**src/rtl/ex_alu.sv**
```systemverilog
// Execute-stage ALU: registered arithmetic/logic/address/shift result with carry, zero, overflow flags.
// Optional macro EX_ALU_SERIAL_SHIFT_EN replaces the barrel shifter with a bit-serial shifter FSM.
module ex_alu #(
    parameter int         WIDTH       = 32,
    parameter logic [2:0] SHIFT_REG   = 3'b000,
    parameter logic [2:0] ARITH_LOGIC = 3'b001,
    parameter logic [2:0] MEM_READ    = 3'b101
) (
    input  logic             clk,
    input  logic             rst,
    input  logic [WIDTH-1:0] aluin1,
    input  logic [WIDTH-1:0] aluin2,
    input  logic [2:0]       operation,
    input  logic [2:0]       opselect,
    input  logic [4:0]       shift_number,
    input  logic             enable_arith,
    input  logic             enable_shift,
    output logic [WIDTH-1:0] aluout,
    output logic             carry,
    output logic             zero,
    output logic             overflow,
    output logic             out_valid,
    output logic             busy
);

    function automatic logic [WIDTH-1:0] shift_op(input logic [2:0] op,
                                                  input logic [WIDTH-1:0] val,
                                                  input logic [4:0] amt);
        logic signed [WIDTH-1:0] val_s;
        val_s = val;
        case (op)
            3'b000, 3'b010: return val << amt;
            3'b001:         return val >> amt;
            3'b011:         return $unsigned(val_s >>> amt);
            default:        return val;
        endcase
    endfunction

    logic [WIDTH-1:0] aluout_q, aluout_d;
    logic             carry_q, carry_d;
    logic             overflow_q, overflow_d;
    logic             zero_q, zero_d;
    logic             valid_q, valid_d;

    logic [WIDTH-1:0] arith_res;
    logic             arith_c, arith_v;
    logic [WIDTH-1:0] shift_res;
    logic             accept_arith, shift_done;

    logic [WIDTH:0] sum_w, diff_w;
    logic [16:0]    hsum_w;
    assign sum_w  = {1'b0, aluin1} + {1'b0, aluin2};
    assign diff_w = {1'b0, aluin1} - {1'b0, aluin2};
    assign hsum_w = {1'b0, aluin1[15:0]} + {1'b0, aluin2[15:0]};

    always_comb begin
        arith_res = '0;
        arith_c   = 1'b0;
        arith_v   = 1'b0;
        if (opselect == ARITH_LOGIC) begin
            case (operation)
                3'b000: begin
                    arith_res = sum_w[WIDTH-1:0];
                    arith_c   = sum_w[WIDTH];
                    arith_v   = (aluin1[WIDTH-1] == aluin2[WIDTH-1]) &&
                                (sum_w[WIDTH-1] != aluin1[WIDTH-1]);
                end
                3'b001: begin
                    arith_res = {{(WIDTH-16){hsum_w[15]}}, hsum_w[15:0]};
                    arith_c   = hsum_w[16];
                    arith_v   = (aluin1[15] == aluin2[15]) && (hsum_w[15] != aluin1[15]);
                end
                3'b010: begin
                    // Bit WIDTH of the zero-extended difference is the unsigned borrow.
                    arith_res = diff_w[WIDTH-1:0];
                    arith_c   = diff_w[WIDTH];
                    arith_v   = (aluin1[WIDTH-1] != aluin2[WIDTH-1]) &&
                                (diff_w[WIDTH-1] != aluin1[WIDTH-1]);
                end
                3'b011:  arith_res = ~aluin2;
                3'b100:  arith_res = aluin1 & aluin2;
                3'b101:  arith_res = aluin1 | aluin2;
                3'b110:  arith_res = aluin1 ^ aluin2;
                default: arith_res = {aluin2[15:0], {(WIDTH-16){1'b0}}};
            endcase
        end else if (opselect == MEM_READ) begin
            arith_res = sum_w[WIDTH-1:0];
        end
    end

`ifdef EX_ALU_SERIAL_SHIFT_EN
    typedef enum logic [1:0] {IDLE, SHIFT, DONE} state_t;
    state_t           state_q, state_d;
    logic [WIDTH-1:0] sh_val_q, sh_val_d;
    logic [2:0]       sh_op_q, sh_op_d;
    logic [4:0]       sh_cnt_q, sh_cnt_d;

    always_comb begin
        state_d      = state_q;
        sh_val_d     = sh_val_q;
        sh_op_d      = sh_op_q;
        sh_cnt_d     = sh_cnt_q;
        accept_arith = 1'b0;
        shift_done   = 1'b0;
        shift_res    = sh_val_q;
        case (state_q)
            IDLE: begin
                if (enable_arith) begin
                    accept_arith = 1'b1;
                end else if (enable_shift) begin
                    if (shift_number == 5'd0) begin
                        shift_done = 1'b1;
                        shift_res  = aluin1;
                    end else begin
                        sh_val_d = aluin1;
                        sh_op_d  = operation;
                        sh_cnt_d = shift_number;
                        state_d  = SHIFT;
                    end
                end
            end
            SHIFT: begin
                sh_val_d = shift_op(sh_op_q, sh_val_q, 5'd1);
                sh_cnt_d = sh_cnt_q - 5'd1;
                if (sh_cnt_q == 5'd1) state_d = DONE;
            end
            DONE: begin
                shift_done = 1'b1;
                state_d    = IDLE;
            end
            default: state_d = IDLE;
        endcase
    end

    always_ff @(posedge clk or negedge rst) begin
        if (!rst) state_q <= IDLE;
        else      state_q <= state_d;
    end

    // Shift working registers are qualified by state, so they need no reset.
    always_ff @(posedge clk) begin
        sh_val_q <= sh_val_d;
        sh_op_q  <= sh_op_d;
        sh_cnt_q <= sh_cnt_d;
    end

    assign busy = (state_q == SHIFT);
`else
    assign accept_arith = enable_arith;
    assign shift_done   = enable_shift & ~enable_arith;
    assign shift_res    = shift_op(operation, aluin1, shift_number);
    assign busy         = 1'b0;
`endif

    always_comb begin
        aluout_d   = aluout_q;
        carry_d    = carry_q;
        overflow_d = overflow_q;
        valid_d    = 1'b0;
        if (accept_arith) begin
            aluout_d   = arith_res;
            carry_d    = arith_c;
            overflow_d = arith_v;
            valid_d    = 1'b1;
        end else if (shift_done) begin
            aluout_d = shift_res;
            valid_d  = 1'b1;
        end
        zero_d = valid_d ? (aluout_d == '0) : zero_q;
    end

    always_ff @(posedge clk or negedge rst) begin
        if (!rst) begin
            aluout_q   <= '0;
            carry_q    <= 1'b0;
            overflow_q <= 1'b0;
            zero_q     <= 1'b0;
            valid_q    <= 1'b0;
        end else begin
            aluout_q   <= aluout_d;
            carry_q    <= carry_d;
            overflow_q <= overflow_d;
            zero_q     <= zero_d;
            valid_q    <= valid_d;
        end
    end

    assign aluout    = aluout_q;
    assign carry     = carry_q;
    assign overflow  = overflow_q;
    assign zero      = zero_q;
    assign out_valid = valid_q;

endmodule

```
**config.mk**
```make
export PLATFORM = sky130hd
export DESIGN_NAME = ex_alu
export DESIGN_NICKNAME = d
export VERILOG_FILES = /design/src/rtl/ex_alu.sv
export SDC_FILE = /design/constraint.sdc
export NUM_CORES = 1
export LEC_CHECK = 0
export BUFFER_PORTS_ARGS = -buffer_cell sky130_fd_sc_hd__buf_2
export CAP_MARGIN = 10
export CELL_PAD_IN_SITES_DETAIL_PLACEMENT = 0
export CELL_PAD_IN_SITES_GLOBAL_PLACEMENT = 2
export CORE_MARGIN = 1.5
export CORE_UTILIZATION = 32
export CTS_CLUSTER_SIZE = 20
export DETAILED_ROUTE_END_ITERATION = 7
export PLACE_DENSITY = 0.87
export REMOVE_ABC_BUFFERS = 1
export SLEW_MARGIN = 20
export SYNTH_ARGS = -nofsm -noshare
export SYNTH_HDL_FRONTEND = slang
export SYNTH_SLANG_ARGS = --single-unit
```
**constraint.sdc**
```tcl
create_clock -name clk -period 3 [get_ports clk]
set_clock_uncertainty 0.1 [all_clocks]
set_input_delay 0 -clock clk [delete_from_list [all_inputs] [get_ports clk]]
set_output_delay 0 -clock clk [all_outputs]
set_load 0.02 [all_outputs]
```
After elaboration in Yosys (flattened, before gate mapping)
Index checks and enable logic that the tools add are counted.
{"block": "op_classes", "addsub": 3, "eq_ne": 14, "shift": 3, "muxes": 12, "bitwise": 6, "n_reduce_logical": 6}
{"op": "32-bit case mux with 7 select lines", "n": 1}
{"op": "32-bit two-way mux", "n": 4}
{"op": "32-bit case mux with 3 select lines", "n": 1}
{"op": "32-bit by 32-bit adder with 33-bit output", "n": 1}
{"op": "32-bit by 32-bit subtractor with 33-bit output", "n": 1}
{"op": "32-bit AND", "n": 1}
{"op": "32-bit logical NOT", "n": 1}
{"op": "32-bit NOT", "n": 1}
{"op": "32-bit bitwise OR", "n": 1}
{"op": "32-bit by 5-bit << shifter with 32-bit output", "n": 1}
{"op": "32-bit by 5-bit >> shifter with 32-bit output", "n": 1}
{"op": "32-bit by 5-bit >>> shifter with 32-bit output", "n": 1}
{"op": "32-bit XOR", "n": 1}
{"op": "16-bit by 16-bit adder with 17-bit output", "n": 1}
{"op": "3-bit == test, second input constant", "n": 4}
{"op": "3-bit by 1-bit == test with 1-bit output, second input constant", "n": 2}
{"op": "3-bit by 2-bit == test with 1-bit output, second input constant", "n": 2}
{"op": "1-bit case mux with 3 select lines", "n": 2}
{"op": "1-bit two-way mux", "n": 4}
{"op": "1-bit != test", "n": 4}
{"op": "1-bit logical AND", "n": 3}
{"op": "3-bit logical NOT", "n": 1}
{"op": "1-bit == test", "n": 2}
{"op": "2-bit OR reduction", "n": 1}
{"op": "2 further kinds", "n": 2}
{"block": "totals", "ff_bits": 36, "inputBits": 79, "out_inout_bits": 37, "word_cells": 49}

Logic depth before layout (Yosys ltp)
{"block": "depth", "word_depth": 6, "depth_mapped": 16}

Worst setup path after synthesis
Ideal clock, no wire load.
{"block": "synth_path", "path_type": "input -> register", "from": "input aluin1[0]", "to": "register zero_q, in the netlist zero", "arrival_time_ns": 3.525, "required_time_ns": 2.797, "slack_ns": -0.729, "stages": 15, "path_cell_list": "inv_1 ha_1 inv_1 fa_1 nor2b_1 o311ai_0 nand2_1 a21oi_1 o211ai_1 a211o_1 or4b_2 or4_1 nor3_2 nand4bb_1 o41ai_2"}
{"block": "synth_via", "elab_chain_len": 5, "elab_cells_between_ends": 16, "cone_classes": "add/sub: 3; shift: 3; mux: 6; bitwise: 3; reduce/logical: 1"}
{"item": "start: declaration", "line_no": "11", "rtl": "input logic [WIDTH-1:0] aluin1,"}
{"item": "32-bit by 32-bit subtractor with 33-bit output, or another cell as far along", "line_no": "53", "rtl": "assign diff_w = {1'b0, aluin1} - {1'b0, aluin2};"}
{"item": "32-bit case mux with 7 select lines, or another cell as far along", "line_no": "61", "rtl": "case (operation)"}
{"item": "32-bit two-way mux (on tied branches)", "line_no": "60, 165"}
{"item": "32-bit two-way mux (*)", "line_no": "160", "rtl": "if (accept_arith) begin"}
{"item": "via aluout_d[10]", "line_no": "39", "rtl": "logic [WIDTH-1:0] aluout_q, aluout_d;"}
{"item": "32-bit logical NOT (*)", "line_no": "169", "rtl": "zero_d = valid_d ? (aluout_d == '0) : zero_q;"}
{"item": "end signal: assignment", "line_no": "183", "rtl": "zero_q <= zero_d;"}
{"item": "end: declaration", "line_no": "42", "rtl": "logic zero_q, zero_d;"}
Mark *: on every way through the listed nets, which the timed path passes. The rest lies on a longest branch.
A chain may end at the register's enable or synchronous reset.

Final worst setup path
{"block": "layout_path", "from": "input aluin1[13]", "to": "register zero_q, in the netlist zero"}
The elaborated chain is that of the path after synthesis.

==> impl_metrics.json <==
{
  "grt-ovfl-total": 0,
  "die_w_um": 192,
  "gp_congestion": 1.21,
  "firstDrtPassIters": 7,
  "initial_utilization": 0.324,
  "grt_antenna_before_repair": 0,
  "via_count": 18200,
  "slew_headroom": 0.167,
  "fmax_ghz": 0.285,
  "slew_violations": 0,
  "design.core.area_mm2": 0.0354,
  "cts_max_level": 2,
  "rsz0062_at_grt": "yes",
  "violations": "negative setup slack",
  "synth.distinct_cells": 85,
  "design_area_mm2": 0.0189,
  "fin_crit_sh": 1.17,
  "cp.arrival_ps": 3600,
  "setup_ws_ps": -505,
  "cts_tree": "built",
  "met2WireLength_um": 30400,
  "met3WireLength_um": 9950,
  "drc_errors": 0,
  "cts-root-buf": "clkbuf_16",
  "synth_area_per_cell_um2": 6.95,
  "min_period_ps": 3500,
  "setup-tns-final_ps": -617,
  "io_buffers": 114,
  "syn_area_mm2": 0.0115,
  "pwr-share-clk": 0.118,
  "via_per_inst": 6.39,
  "ir_drop_v": 0.000195,
  "final_cells": 2846,
  "synth_async_sr_flop_share": 1.00,
  "grt_max_degree": 37,
  "drtAntennaViolNets": 0,
  "p_int_w": 0.00258,
  "synth_warnings": 0,
  "worst-setup-path-type": "input pin to flip-flop",
  "drt_iter0_drc": 2908,
  "synth_seq_cells": 36,
  "synth_top_area_cell": "ha_1",
  "dp_cells": 2812,
  "min_path_type": "input pin to flip-flop",
  "cp_data_required_time_ps": 3090,
  "setup_violations": 4,
  "synthCells": 1650,
  "wire_per_inst_um": 25.8,
  "synth_ff_type": "dfrtp_1",
  "post-place-ws_ps": -1340,
  "comb_power_share": 0.759,
  "antenna_cells": 0,
  "synth_top_area_frac": 0.115,
  "totalWireLength_um": 73400,
  "cp_max_fo": 4,
  "cts_buffers": 5,
  "worst_setup_path_start_kind": "input pin",
  "clk_latency_ps": 300,
  "p_sw_w": 0.00238,
  "p_per_area_mw_per_mm2": 262,
  "power_leakage_nw": 8.78,
  "hold_viol": 0,
  "final_layout_size_suffix_gt1_frac": 0.448,
  "ios": 116,
  "path_clk_slew_ps": 60,
  "dieArea_mm2": 0.0370,
  "post_dp_cell_area_mm2": 0.0176,
  "die_y_um": 192,
  "switching_share": 0.480,
  "rows": 69,
  "clock-sinks": 36,
  "pwr-share-seq": 0.122,
  "cp-end-kind": "flip-flop",
  "synthTopCellsByArea": "ha_1, dfrtp_1, o21ai_0",
  "dp_hpwl_um": 58600,
  "area_growth_pct": 65.0,
  "timing.hold.ws_ps": 201,
  "ctsLongestPathBuffers": 2,
  "yosysSeqAreaShare": 0.0786,
  "grt_use_total": 0.385,
  "worst_pin_slew_ps": 1230,
  "synth_edf_count": 0,
  "first_global_vias": 17600,
  "m1WireLength_um": 27100,
  "status": "complete, but fails checks",
  "highest_layer": "met5",
  "maxCapViolCount": 0,
  "nNetsFinal": 2570,
  "grt_pass1_wl_um": 107000
}
## worst max-delay path: stages
cell and delay, ps:
clkbuf_4 190, inv_1 120, ha_4 310, nand4_1 190
a2111oi_4 450, a221oi_4 130, buf_4 180, buf_4 150
and3_1 220, o21ai_0 180, nand4b_1 120, a211o_1 320
or3_1 390, nor4_2 300, nand4bb_1 140, o41ai_2 210
## metal layers
metal  vias to the layer above  GRT usage
met4                         2      0.253
met5                         -          0
li1                       7745          -
met2                      1499      0.580
met3                       453      0.114
met1                      8487      0.475
## through the flow
| stage | total power, W | utilization |
|---|---|---|
| finish | 0.00496 | 0.534 |
| global route | 0.00512 | 0.534 |
| CTS | 0.00466 | 0.521 |
| detailed placement | 0.00390 | 0.496 |
| global placement | 0.00386 | 0.496 |
| floorplan | 0.00195 | - |
## final timing paths
kind	to	slack [ps]	start	cells past startpoint
worst max-delay path	zero$_DFFE_PN0P_	-500	aluin1[13]	16
worst min-delay path	zero$_DFFE_PN0P_	200	enable_shift	5
worst max register to register	zero$_DFFE_PN0P_	-80	aluout[7]$_DFF_PN0_	8
worst min register to register	aluout[8]$_DFF_PN0_	400	aluout[8]$_DFF_PN0_	1
max in group asynchronous	aluout[24]$_DFF_PN0_	1850	rst	2
min in group asynchronous	aluout[10]$_DFF_PN0_	300	rst	2
## synth_stat cells, types with 26 or more instances
cell	count
a211oi_1	31
a21oi_1	124
a221oi_1	26
clkbuf_1	92
dfrtp_1	36
ha_1	105
inv_1	103
mux2_2	40
mux2i_1	42
nand2_1	136
nand3_1	35
nor2_1	143
nor3_1	37
o211ai_1	44
o21ai_0	130
o221ai_1	26
o22ai_1	57
xnor2_1	31
## cells in the final DEF (no fill, tap or decap), types with 17 or more instances in the layout
cell type / netlist / routed
a211oi_1: 31 / 27
mux2i_1: 42 / 41
nand2b_1: 21 / 17
nor2b_1: 23 / 21
nor2_1: 143 / 140
mux2_2: 40 / 40
nand3_1: 35 / 33
a22oi_1: 20 / 19
dfrtp_1: 36 / 36
buf_2: 22 / 97
o221ai_1: 26 / 22
inv_1: 103 / 89
a221oi_1: 26 / 19
buf_4: 1 / 733
ha_4: 0 / 20
nand2_1: 136 / 134
o22ai_1: 57 / 56
a31oi_1: 23 / 20
nor3_1: 37 / 31
o211ai_1: 44 / 44
ha_1: 105 / 84
xnor2_1: 31 / 30
o21ai_0: 130 / 115
mux4_2: 17 / 17
a21oi_1: 124 / 108
## area by class of cell
| class | instances | area [um2] |
|---|---|---|
| fill | 3368 | 16500 |
| multi-input combinational | 1378 | 10500 |
| timing repair buffer | 858 | 6370 |
| sequential | 36 | 901 |
| tap | 461 | 577 |
| inverter | 105 | 407 |
| clock buffer | 8 | 146 |
## registers in the layout, summed over array words and instances, names as in the netlist
register,flops
aluout,32
carry,1
out_valid,1
overflow,1
zero,1
## power groups by stage
stage	Clock [W]	Combinational [W]	Sequential (W)
finish	0.000586	0.00377	0.000606
global placement	0	0.00326	0.000605
detailed placement	0	0.00329	0.000605
global route	0.000599	0.00392	0.000605
CTS	0.000585	0.00348	0.000597
floorplan	0	0.00130	0.000651
## timing repair
item	in CTS	in global routing
setup endpoints to repair	14	8
hold buffers	1	0
pin swaps	46	39
endpoints found under the hold margin	36	0
gates resized for setup	135	88
buffers inserted	13	13
## cells by family (layout without fill, tap and decap cells)
group / count (synthesis) / count (layout) / share of synthesized area
adders and majority gates: 107 / 107 / 0.118
buffers and inverters: 236 / 971 / 0.0807
and+or+nand+nor: 488 / 488 / 0.203
AOI/OAI and AO/OA: 645 / 645 / 0.380
xor gates and xnor gates: 36 / 36 / 0.0275
DFF: 36 / 36 / 0.0786
other: 1 / 1 / 0.000327
muxes: 101 / 101 / 0.112
Power figures use the tool's default switching activity.
